--- src/rtl/div_pkg.sv ---
// Shared definitions for the sequential restoring divider (div_seq).
// Holds the FSM state encoding and the divide-by-zero quotient pattern.
package div_pkg;

  // Controller states; encodings are fixed so checkers can decode state_dbg.
  typedef enum logic [1:0] {
    IDLE = 2'd0,
    CALC = 2'd1,
    DONE = 2'd2
  } state_t;

  // Quotient reported on divide-by-zero: all ones, sliced to the datapath width.
  localparam logic [63:0] DBZ_QUOTIENT = '1;

endpackage

--- src/rtl/div_step.sv ---
// One restoring-division iteration, purely combinational.
// Shifts {rem,quo} left by one, trial-subtracts the divisor and either keeps
// the difference (quotient bit 1) or restores the shifted remainder (bit 0).
module div_step
  import div_pkg::*;
#(
  parameter int WIDTH_D = 4
) (
  input  logic [WIDTH_D:0]   rem_in,
  input  logic [WIDTH_D-1:0] quo_in,
  input  logic [WIDTH_D-1:0] divisor,
  output logic [WIDTH_D:0]   rem_out,
  output logic [WIDTH_D-1:0] quo_out
);

  logic [WIDTH_D+1:0] rem_sh;
  logic [WIDTH_D:0]   diff;
  logic               fits;

  // Shift, trial-subtract, then select difference or restore.
  always_comb begin
    rem_sh = {rem_in, quo_in[WIDTH_D-1]};
    fits   = (rem_sh >= {2'b00, divisor});
    diff   = rem_sh[WIDTH_D:0] - {1'b0, divisor};
    if (fits) begin
      rem_out = diff;
      quo_out = {quo_in[WIDTH_D-2:0], 1'b1};
    end else begin
      rem_out = rem_sh[WIDTH_D:0];
      quo_out = {quo_in[WIDTH_D-2:0], 1'b0};
    end
  end

endmodule

--- src/rtl/div_seq.sv ---
// Sequential restoring divider: one quotient bit per clock in CALC.
// Optional feature macro DIV_SIGNED_EN: two's complement operands, the core
// divides magnitudes and the result is sign-corrected (truncation toward zero,
// remainder takes the dividend's sign). Without it everything is unsigned.
//
// Handshake: start is sampled on every rising edge but only accepted in IDLE
// or DONE (busy=0); operands are captured on the accepting edge. While busy=1
// start is ignored. done is high for the single cycle the FSM sits in DONE and
// quotient/remainder/div_by_zero are valid from then until the next result.
module div_seq
  import div_pkg::*;
#(
  parameter int WIDTH_D = 4
) (
  input  logic               clk,
  input  logic               rst,
  input  logic               start,
  input  logic [WIDTH_D-1:0] dividend,
  input  logic [WIDTH_D-1:0] divisor,
  output logic               busy,
  output logic               done,
  output logic [WIDTH_D-1:0] quotient,
  output logic [WIDTH_D-1:0] remainder,
  output logic               div_by_zero,
  output state_t             state_dbg
);

  localparam int CNT_W = $clog2(WIDTH_D + 1);
  localparam logic [CNT_W-1:0] CNT_LAST = CNT_W'(WIDTH_D - 1);

  state_t             state;
  state_t             state_nx;
  logic [CNT_W-1:0]   cnt;
  logic [WIDTH_D:0]   rem_w;
  logic [WIDTH_D-1:0] quo_w;
  logic [WIDTH_D-1:0] dsr_w;
  logic [WIDTH_D:0]   rem_nx;
  logic [WIDTH_D-1:0] quo_nx;
  logic               accept;
  logic               zero_div;
  logic               last_step;
  logic [WIDTH_D-1:0] a_mag;
  logic [WIDTH_D-1:0] b_mag;
  logic [WIDTH_D-1:0] q_fix;
  logic [WIDTH_D-1:0] r_fix;

  assign state_dbg = state;
  assign zero_div  = (divisor == '0);
  assign last_step = (cnt == CNT_LAST);

  div_step #(
    .WIDTH_D (WIDTH_D)
  ) u_step (
    .rem_in  (rem_w),
    .quo_in  (quo_w),
    .divisor (dsr_w),
    .rem_out (rem_nx),
    .quo_out (quo_nx)
  );

`ifdef DIV_SIGNED_EN
  logic sgn_q;
  logic sgn_r;

  // Operand magnitudes on the way in, sign correction on the way out.
  always_comb begin
    a_mag = dividend[WIDTH_D-1] ? -dividend : dividend;
    b_mag = divisor[WIDTH_D-1]  ? -divisor  : divisor;
    q_fix = sgn_q ? -quo_nx : quo_nx;
    r_fix = sgn_r ? -rem_nx[WIDTH_D-1:0] : rem_nx[WIDTH_D-1:0];
  end

  // Remember the result signs for the operation in flight.
  always_ff @(posedge clk) begin
    if (rst) begin
      sgn_q <= 1'b0;
      sgn_r <= 1'b0;
    end else if (accept) begin
      sgn_q <= dividend[WIDTH_D-1] ^ divisor[WIDTH_D-1];
      sgn_r <= dividend[WIDTH_D-1];
    end
  end
`else
  // Unsigned build: operands and results pass straight through.
  always_comb begin
    a_mag = dividend;
    b_mag = divisor;
    q_fix = quo_nx;
    r_fix = rem_nx[WIDTH_D-1:0];
  end
`endif

  // State register.
  always_ff @(posedge clk) begin
    if (rst) state <= IDLE;
    else     state <= state_nx;
  end

  // Next-state and status decode; zero divisor bypasses CALC entirely.
  always_comb begin
    state_nx = state;
    busy     = 1'b0;
    done     = 1'b0;
    accept   = 1'b0;
    case (state)
      IDLE: begin
        if (start) begin
          accept   = 1'b1;
          state_nx = zero_div ? DONE : CALC;
        end
      end
      CALC: begin
        busy = 1'b1;
        if (last_step) state_nx = DONE;
      end
      DONE: begin
        done = 1'b1;
        if (start) begin
          accept   = 1'b1;
          state_nx = zero_div ? DONE : CALC;
        end else begin
          state_nx = IDLE;
        end
      end
      default: state_nx = IDLE;
    endcase
  end

  // Working registers, iteration counter and held result registers.
  always_ff @(posedge clk) begin
    if (rst) begin
      cnt         <= '0;
      rem_w       <= '0;
      quo_w       <= '0;
      dsr_w       <= '0;
      quotient    <= '0;
      remainder   <= '0;
      div_by_zero <= 1'b0;
    end else if (accept) begin
      cnt   <= '0;
      rem_w <= '0;
      quo_w <= a_mag;
      dsr_w <= b_mag;
      if (zero_div) begin
        quotient    <= DBZ_QUOTIENT[WIDTH_D-1:0];
        remainder   <= dividend;
        div_by_zero <= 1'b1;
      end
    end else if (state == CALC) begin
      cnt   <= cnt + CNT_W'(1);
      rem_w <= rem_nx;
      quo_w <= quo_nx;
      if (last_step) begin
        quotient    <= q_fix;
        remainder   <= r_fix;
        div_by_zero <= 1'b0;
      end
    end
  end

endmodule

--- config.mk ---
export PLATFORM = sky130hd
export DESIGN_NAME = div_seq
export DESIGN_NICKNAME = d
export VERILOG_FILES = /design/src/rtl/div_pkg.sv /design/src/rtl/div_step.sv /design/src/rtl/div_seq.sv
export SDC_FILE = /design/constraint.sdc
export NUM_CORES = 1
export LEC_CHECK = 0
export ABC_AREA = 1
export CAP_MARGIN = 20
export CORE_MARGIN = 1.5
export CORE_UTILIZATION = 29
export DETAILED_ROUTE_END_ITERATION = 12
export GPL_TIMING_DRIVEN = 1
export PLACE_DENSITY = 0.47
export SYNTH_ARGS = -nofsm -noshare
export SYNTH_HDL_FRONTEND = slang
export SYNTH_SLANG_ARGS = --single-unit
--- constraint.sdc ---
create_clock -name clk -period 2.1 [get_ports clk]
set_input_delay 0.42 -clock clk [delete_from_list [all_inputs] [get_ports clk]]
set_output_delay 0.42 -clock clk [all_outputs]
set_load 0.01 [all_outputs]
==> impl_metrics.env, run 1 <==
export IMPL_status="finished, final reports clean"
export IMPL_synth_cell_types=30
export IMPL_cpPeakStageDelay_ns=0.54
export IMPL_postCtsSetupRepairBufs=0
export IMPL_regArea_um2=541
export IMPL_fin_skew_ns=0.0121
export IMPL_final_common_cell="nand2_1"
export IMPL_period_needed_ns=1.90
export IMPL_drt_iter0_drc=67
export IMPL_grt_pass1_vias=1229
export IMPL_startpoint_type="flip-flop"
export IMPL_syn_to_final_growth_pct=25.2
export IMPL_die_w_um=72.3
export IMPL_ys_ff_latch=27
export IMPL_cts_buffers=3
export IMPL_numClockSinks=27
export IMPL_die_h_um=72.3
export IMPL_io_pins=24
export IMPL_ir_worst_vdd_v=0.000352
export IMPL_cts_root_buf="clkbuf_8"
export IMPL_viasPerCell=4.73
export IMPL_synth_area_leaders="dfxtp_1, nand2_1, inv_1"
export IMPL_cap_violations=0
export IMPL_crit_arrival_ns=1.48
export IMPL_dieArea_mm2=0.00522
export IMPL_ys_warnings_count=0
export IMPL_diodes=0
export IMPL_clkTransAtPathRegs_ns=0.10
export IMPL_layout_common_cells="nand2_1, inv_1, dfxtp_1"
export IMPL_start_util=0.299
export IMPL_fin_nets=220
export IMPL_setup_violations=0
export IMPL_slowest_stage="clkdlybuf4s50_1"
export IMPL_dp_hpwl_mm=2.65
export IMPL_finalPower_mw=1.18
export IMPL_cp_required_ns=1.68
export IMPL_min_path_cells=2
export IMPL_rsz0062_at_grt="false"
export IMPL_worst_path_max_fanout=4
export IMPL_drt_wirelength_per_cell_um=12.9
export IMPL_hold_violations=0
export IMPL_cts_max_level=1
export IMPL_cellLeakagePower_nw=0.761
export IMPL_ys_seq_area_frac=0.388
export IMPL_slew_headroom=0.799
export IMPL_antenna_left=0
export IMPL_cp_cell_sequence="inv_2 > nor2_8 > clkdlybuf4s50_1"
export IMPL_drt_first_pass_iters=4
export IMPL_port_buffers=23
export IMPL_worst_setup_path_type="reg -> out"
export IMPL_tightestPinTransition_ns=0.301
export IMPL_power_density_mw_per_mm2=677
export IMPL_end_kind="primary output"
export IMPL_clock_latency_ns=0.28
export IMPL_multiInputGateArea_um2=716
export IMPL_cts_resized=0
export IMPL_gp_congestion=0.813
export IMPL_overflow=0
export IMPL_yosysTopAreaCellShare=0.388
export IMPL_clk_path_buf_depth=2
export IMPL_synth_avg_cell_area_um2=8.04
export IMPL_fin_crit_sh=0.903
export IMPL_finalWirelength_mm=3.29
export IMPL_syn_num_nets=191
export IMPL_nFillCells=485
export IMPL_grt_antenna_before_repair=0
export IMPL_fin_setup_tns_ns=0
export IMPL_syn_area_mm2=0.00139
export IMPL_grt_pass1_wl_mm=5.53
export IMPL_drive_above_1_share=0.149
export IMPL_ff2ff_path_depth=12
export IMPL_coreArea_mm2=0.00466
export IMPL_synthCells=173
export IMPL_hold_path_class="reg -> reg"
export IMPL_core_rowCount=25
export IMPL_fmax_mhz=528
export IMPL_synth_area_leader_cell="dfxtp_1"
export IMPL_cts_hold_buffers=0
export IMPL_grt_use_total=0.136
export IMPL_route_detailed_drc=0
export IMPL_grt_start_max_net_pins=17
export IMPL_drv_slew=0
export IMPL_vias=1205
export IMPL_tritoncts="yes"
state kept, by name, indices dropped and copies added (netlist names):
register     cells
dsr_w            4
rem_w            5
quotient         4
remainder        4
div_by_zero      1
quo_w            4
cnt              3
state_dbg        2
per-layer routing:
metal  vias up  track usage  wire (um)
met5         -            0          0
met1       569        0.173       1570
met2        19        0.231       1590
met4         0       0.0314         16
met3         2       0.0361        109
li1        615            -          -
metrics by stage:
| stage | std cells | instance area, um^2 | hold WS [ns] | setup WS [ns] | utilization |
|---|---|---|---|---|---|
| final | 255 | 1740 | 0.473 | 0.205 | 0.374 |
| after global routing | 255 | 1740 | 0.514 | 0.00392 | 0.374 |
| after CTS | 255 | 1740 | 0.475 | 0.179 | 0.374 |
| after detailed placement | 251 | 1690 | 0.458 | 0.229 | 0.363 |
| after global placement | 251 | 1690 | 0.452 | 0.272 | 0.363 |
| after floorplan | 173 | 1390 | 0.435 | 0.394 | - |
worst max-delay path, delay by kind of cell, from the launching register on:
| family | cells | cell delay, ns |
|---|---|---|
| and+or+nand+nor | 1 | 0.12 |
| buffers and inverters | 2 | 0.64 |
| DFF | 1 | 0.44 |
power by group:
part           internal [mW]  switching (mW)  total, mW
registers              0.540          0.0199      0.560
logic                  0.123           0.188      0.311
clock network          0.135           0.173      0.308
total                  0.799           0.381       1.18
area by class of cell:
cell class | count | area share
Inverter | 29 | 0.0625
Sequential cell | 27 | 0.310
Tap cell | 54 | 0.0388
Clock buffer | 3 | 0.0237
Clock inverter | 1 | 0.00431
Multi-Input combinational cell | 114 | 0.411
Timing Repair Buffer | 27 | 0.149
final timing paths:
check,start,endpoint,slack (ns)
max,state_dbg[0],busy,0.20
min,rem_w[4],rem_w[4],0.47
max reg2reg,quo_w[3],rem_w[3],0.21
min reg2reg,rem_w[4],rem_w[4],0.47
cell usage after synthesis:
| library cell | n |
|---|---|
| xor2_1 | 2 |
| o21ai_2 | 6 |
| inv_2 | 1 |
| inv_1 | 27 |
| nor2_4 | 3 |
| a31oi_2 | 1 |
| clkbuf_1 | 1 |
| clkinv_1 | 1 |
| dfxtp_1 | 27 |
| a211oi_1 | 1 |
| o211ai_1 | 1 |
| buf_8 | 1 |
| nor2_8 | 1 |
| fa_1 | 1 |
| nand2_2 | 1 |
| a31oi_1 | 4 |
| o21ai_0 | 8 |
| nand3_1 | 6 |
| nand4_2 | 1 |
| nand2_1 | 36 |
| a21oi_2 | 4 |
| buf_4 | 1 |
| a21oi_1 | 13 |
| nand2_4 | 3 |
| o21ai_1 | 2 |
| or2_4 | 1 |
| ha_1 | 6 |
| nor2_1 | 9 |
| o21a_1 | 1 |
| o221ai_1 | 3 |
logic make-up after synthesis:
kind of cell             share of synthesized area
XOR/XNOR                                    0.0126
buffers and inverters                       0.0971
flip-flops                                   0.388
AO/OA/AOI/OAI                                0.208
AND/OR/NAND/NOR                              0.226
adder cells (fa/ha/maj)                     0.0683
(Power assumes the default switching activity.)
==> run 2: changes to the inputs <==
- CAP_MARGIN: 20 -> not set
==> results of run 2 <==
The final DEF is identical to that of run 1; final timing and power are the same.
==> RTL change 1 (flow settings as in run 2) <==
The option `DIV_SIGNED_EN` is turned on by a define.
--- a/src/rtl/div_seq.sv
+++ b/src/rtl/div_seq.sv
@@ -7,6 +7,8 @@
 // or DONE (busy=0); operands are captured on the accepting edge. While busy=1
 // start is ignored. done is high for the single cycle the FSM sits in DONE and
 // quotient/remainder/div_by_zero are valid from then until the next result.
+`define DIV_SIGNED_EN
+
 module div_seq
   import div_pkg::*;
 #(
Check against the original RTL: not equivalent (Yosys sat finds a counterexample within 10 cycles, from zero or initial values and one cycle with rst high).
==> RTL change 1 against run 2 <==
Wire length grew 35%; fmax shrank 7.2%; non-clock buffer count grew 12; worst setup slack lost 150 ps; cell area grew 31%; sequential cell count grew 2; via count grew 29%; count of clock-buffer cells in the layout grew 4; register-to-register slack lost 150 ps; area after synthesis grew 20%; cell count grew 33%; critical path type is now register to register; highest routed layer unchanged.
Power is not compared: it rests on default switching activity, and its combinational part moved more than twofold at a synthesized area within 25%.
==> RTL change 1: results (changes against run 2) <==
stage	metric	value	unit	change
status	status	complete, no violations		
setup_path	arrival	2210	ps	+730 ps
grt	first_global_vias	1509		+23%
logic_synthesis	synth_nets	249		+30%
timing	slew-limit-headroom	0.817		+0.0178
logic_synthesis	synth_commonest_cells	34 x nand2_1, 32 x inv_1, 29 x dfxtp_1, 27 x nor2_1		
setup_path	cpLargestDelayFamily	adder cells		
detailed_routing	wire_per_inst	13.1	um	+1.6%
place	dp_cells	328		+31%
timing	fin_skew	5.79	ps	-6.34 ps
grt	grt_usage	0.153		+0.0171
logic_synthesis	syn_inst	227		+31%
final_layout	final_cells	338		+33%
timing	timing.final.ws_setup	56.8	ps	-148 ps
setup_path	cp_max_fo	5		+1
setup_path	rr_worst_depth	15		+3
timing	holdWs	469	ps	-4.23 ps
final_layout	layout-drive-gt1-share	0.226		+0.0763
setup_path	cp-endpoint	remainder[2]$_SDFFE_PP0P_		
logic_synthesis	synth_cell_type_count	37		+23%
place	placed_area	2060	um2	+22%
hold_path	hold_start	cnt[1]$_SDFFE_PP0P_		
place	place_ws	0.522	ps	-228 ps
detailed_routing	vias_per_cell	4.59		-2.8%
clock_network	htree_levels	2		+1
pwr	p_sw_frac	0.359		
hold_path	worstHoldEndpoint	cnt[1]$_SDFFE_PP0P_		
place	hpwl	3250	um	+23%
setup_path	rrSetupSlack	60	ps	-150 ps
final_layout	fillers	577		+19%
place	gp_congestion	0.769		-5.4%
setup_path	crit_start	quo_w[3]$_SDFFE_PP0P_		
grt	grt_pass1_wl	7260	um	+31%
logic_synthesis	ys_seq_area_frac	0.349		-0.0394
setup_path	critical_path.max_stage_delay	360	ps	-180 ps
detailed_routing	drt_iter0_markers	51		-24%
grt	grt_start_max_net_pins	13		-4
[RTL change 1: cell types whose count changed after synthesis, sizes merged, moves of 3 or more]
cell,run 2,this run
buf,2,5
ha,6,10
nor2,13,32
o22ai,0,4
nand3,6,13
o221ai,3,0
inv,28,37
[RTL change 1: per-stage QoR]
stage,utilization,power (mW)
floorplan,-,0.986
global placement,0.374,1.18
detailed placement,0.374,1.17
CTS,0.390,1.66
global route,0.414,1.92
finish,0.414,1.81
[RTL change 1: what timing repair did]
| action | in CTS | in global routing |
|---|---|---|
| hold endpoints to repair | 0 | 0 |
| buffers inserted | 0 | 3 |
| pin swaps | 2 | 13 |
| endpoints found under the setup margin | 1 | 6 |
| resized for setup | 1 | 29 |
[RTL change 1: cells by family after synthesis]
logic type                 synth area share
adders and majority gates            0.0873
AOI/OAI and AO/OA                     0.178
buffers and inverters                 0.104
xor gates and xnor gates             0.0211
DFF                                   0.349
and+or+nand+nor                       0.260
[RTL change 1: area by class of cell]
| cell class | count | share of cell area |
|---|---|---|
| timing repair buffer | 39 | 0.164 |
| tap | 72 | 0.0395 |
| multi-input combinational | 154 | 0.441 |
| inverter | 37 | 0.0620 |
| clock buffer | 7 | 0.0378 |
| sequential | 29 | 0.256 |
[RTL change 1: metal layers]
| metal | GRT usage | share of wire |
|---|---|---|
| met4 | 0.0643 | 0.019 |
| met3 | 0.0241 | 0.024 |
| met2 | 0.248 | 0.47 |
| met1 | 0.202 | 0.48 |
| met5 | 0 | 0 |
[RTL change 1: power by group through the flow]
stage / clock network [mW] / logic, mW / registers (mW)
after global placement: 0 / 0.555 / 0.622
after global routing: 0.522 / 0.781 / 0.618
after CTS: 0.497 / 0.556 / 0.611
after floorplan: 0 / 0.364 / 0.623
final: 0.486 / 0.708 / 0.614
after detailed placement: 0 / 0.552 / 0.623
==> RTL change 2 (settings of run 2) <==
Made on the original files. Register the input `start` before use. The logic sees it one clock later. The other inputs are not delayed to match. Comments in the files are not updated.
--- a/src/rtl/div_seq.sv
+++ b/src/rtl/div_seq.sv
@@ -27,6 +27,12 @@
 
   localparam int CNT_W = $clog2(WIDTH_D + 1);
   localparam logic [CNT_W-1:0] CNT_LAST = CNT_W'(WIDTH_D - 1);
+
+  logic start_q;
+
+  always_ff @(posedge clk) begin
+    start_q <= start;
+  end
 
   state_t             state;
   state_t             state_nx;
@@ -104,7 +110,7 @@
     accept   = 1'b0;
     case (state)
       IDLE: begin
-        if (start) begin
+        if (start_q) begin
           accept   = 1'b1;
           state_nx = zero_div ? DONE : CALC;
         end
@@ -115,7 +121,7 @@
       end
       DONE: begin
         done = 1'b1;
-        if (start) begin
+        if (start_q) begin
           accept   = 1'b1;
           state_nx = zero_div ? DONE : CALC;
         end else begin
Behaviour: not the same (Yosys sat finds a counterexample within 4 cycles, from zero or initial values and one cycle with rst high).
==> RTL change 2 against run 2 <==
Power grew 12%; sequential power up 3.8%; worst setup slack improved by 19 ps; area after synthesis increased by 1.1%; critical path type is now register to register; wire length grew 0.43%; cell area grew 1.7%; sequential cell count rose by 1.
==> RTL change 2: results (changes against run 2) <==
stage	metric	value	unit	change
final_layout	layout-drive-gt1-share	0.116		-0.0333
detailed_routing	wl_met2	1510	um	-5.1%
logic_synthesis	synth_nets	198		+3.7%
clock_network	worstSkewPairLatency	280	ps	about the same
detailed_routing	vias_per_cell	4.68		-0.92%
logic_synthesis	synth_cell_type_count	33		+10%
place	gp_congestion	0.932		+15%
logic_synthesis	synth_area_leaders	dfxtp_1 40%, nand2_1 12%, inv_1 6.9%		
clock_network	clkTransAtPathRegs	100	ps	about the same
detailed_routing	wire_per_inst	12.7	um	-1.9%
detailed_routing	wl_met3	112	um	+2.8%
timing	tightestPinTransition	285	ps	-15.6 ps
place	hpwl	2600	um	-1.9%
pwr	ir_worst_vdd	0.000392	V	+11%
grt	grt_usage	0.131		-0.00523
clock_network	clockBufferDepth	2		unchanged
clock_network	cts-buffers-inserted	3		unchanged
detailed_routing	top_layer_used	met4		
logic_synthesis	synth_commonest_cells	45 x nand2_1, 28 x dfxtp_1, 26 x inv_1, 14 x a21oi_1, 9 x nor2_1		
clock_network	root_buffer	clkbuf_8		
detailed_routing	drt_pre_antenna_iters	6		+2
logic_synthesis	synth_flop_cell	dfxtp_1		
pwr	p_leak	0.783	nW	+2.9%
grt	first_global_vias	1178		-4.1%
pwr	power.internal	0.938	mW	+17%
detailed_routing	drt_iter0_markers	76		+13%
clock_network	post_cts_buffers	0		unchanged
status	status	complete, no violations		
place	io_buffers	23		unchanged
logic_synthesis	ys_seq_area_frac	0.399		+0.0101
setup_path	crit_start	quo_w[3]$_SDFFE_PP0P_		
final_layout	fillers	487		+0.41%
hold_path	hold_class	register to register		
hold_path	hold_start	div_by_zero$_SDFFE_PP0P_		
clock_network	htree_levels	1		unchanged
timing	fin_skew	9.32	ps	-2.81 ps
logic_synthesis	yosysWarnings	0		unchanged
setup_path	arrival	2060	ps	+580 ps
final_layout	largest_reg_flops	5		unchanged
grt	antenna_found_initial	0		unchanged
logic_synthesis	async_flop_share	0		unchanged
final_layout	top_register	rem_w		
setup_path	cp_max_fo	7		+3
detailed_routing	wl_met1	1650	um	+5.1%
final_layout	nets	226		+2.7%
grt	grt_start_max_net_pins	18		+1
clock_network	cts_resized	0		unchanged
place	placed_area	1700	um2	+0.44%
grt	grt_pass1_wl	5370	um	-2.9%
final_layout	diodes	0		unchanged
==> RTL change 2: power by group through the flow <==
stage               combinational [mW]  clock (mW)  sequential, mW
global placement                 0.310           0           0.594
CTS                              0.314       0.448           0.582
global route                     0.353       0.469           0.585
finish                           0.314       0.430           0.581
detailed placement               0.311           0           0.594
floorplan                        0.222           0           0.591
==> RTL change 2: final cells by class <==
class                      instances  area share
inverter                          28      0.0593
tap                               54      0.0381
timing repair buffer              26       0.143
clock buffer                       3      0.0233
clock inverter                     1      0.0169
sequential                        28       0.316
multi-input combinational        121       0.403
==> RTL change 2: cells by family (layout without fill, tap and decap cells) <==
kind of cell | Yosys count | count (layout) | synth area share
and+or+nand+nor | 74 | 74 | 0.254
buffers and inverters | 31 | 58 | 0.0934
AOI/OAI and AO/OA | 38 | 38 | 0.173
DFF | 28 | 28 | 0.399
adders and majority gates | 7 | 7 | 0.0676
xor gates and xnor gates | 2 | 2 | 0.0125
==> RTL change 2: routing by layer <==
metal / vias up / GRT usage
li1: 642 / -
met5: - / 0
met3: 2 / 0.0221
met1: 561 / 0.174
met2: 17 / 0.218
met4: 0 / 0.0377
==> RTL change 2: worst max-delay path: stages (launching register included) <==
cell	delay [ps]
dfxtp_1	330
inv_1	80
ha_1	140
inv_1	50
fa_1	400
nand2_1	70
nand2_1	60
nand2_2	120
nand3_2	170
nand2_1	130
nand2_1	70
o21ai_1	120
inv_1	50
==> RTL change 2: final timing paths <==
kind	cells after the start	slack (ps)	end
min	2	470	div_by_zero$_SDFFE_PP0P_
min reg2reg	2	470	div_by_zero$_SDFFE_PP0P_
max reg2reg	12	220	rem_w[3]$_SDFFE_PP0P_
max	12	220	rem_w[3]$_SDFFE_PP0P_
==> RTL change 2: metrics by stage <==
step	power, mW	instances	setup slack, ps	utilization
3_5_place_dp	0.905	257	247	0.362
6_report	1.33	261	224	0.378
2_1_floorplan	0.813	180	424	-
4_1_cts	1.34	261	204	0.378
5_1_grt	1.41	261	61.8	0.378
3_3_place_gp	0.904	257	344	0.362
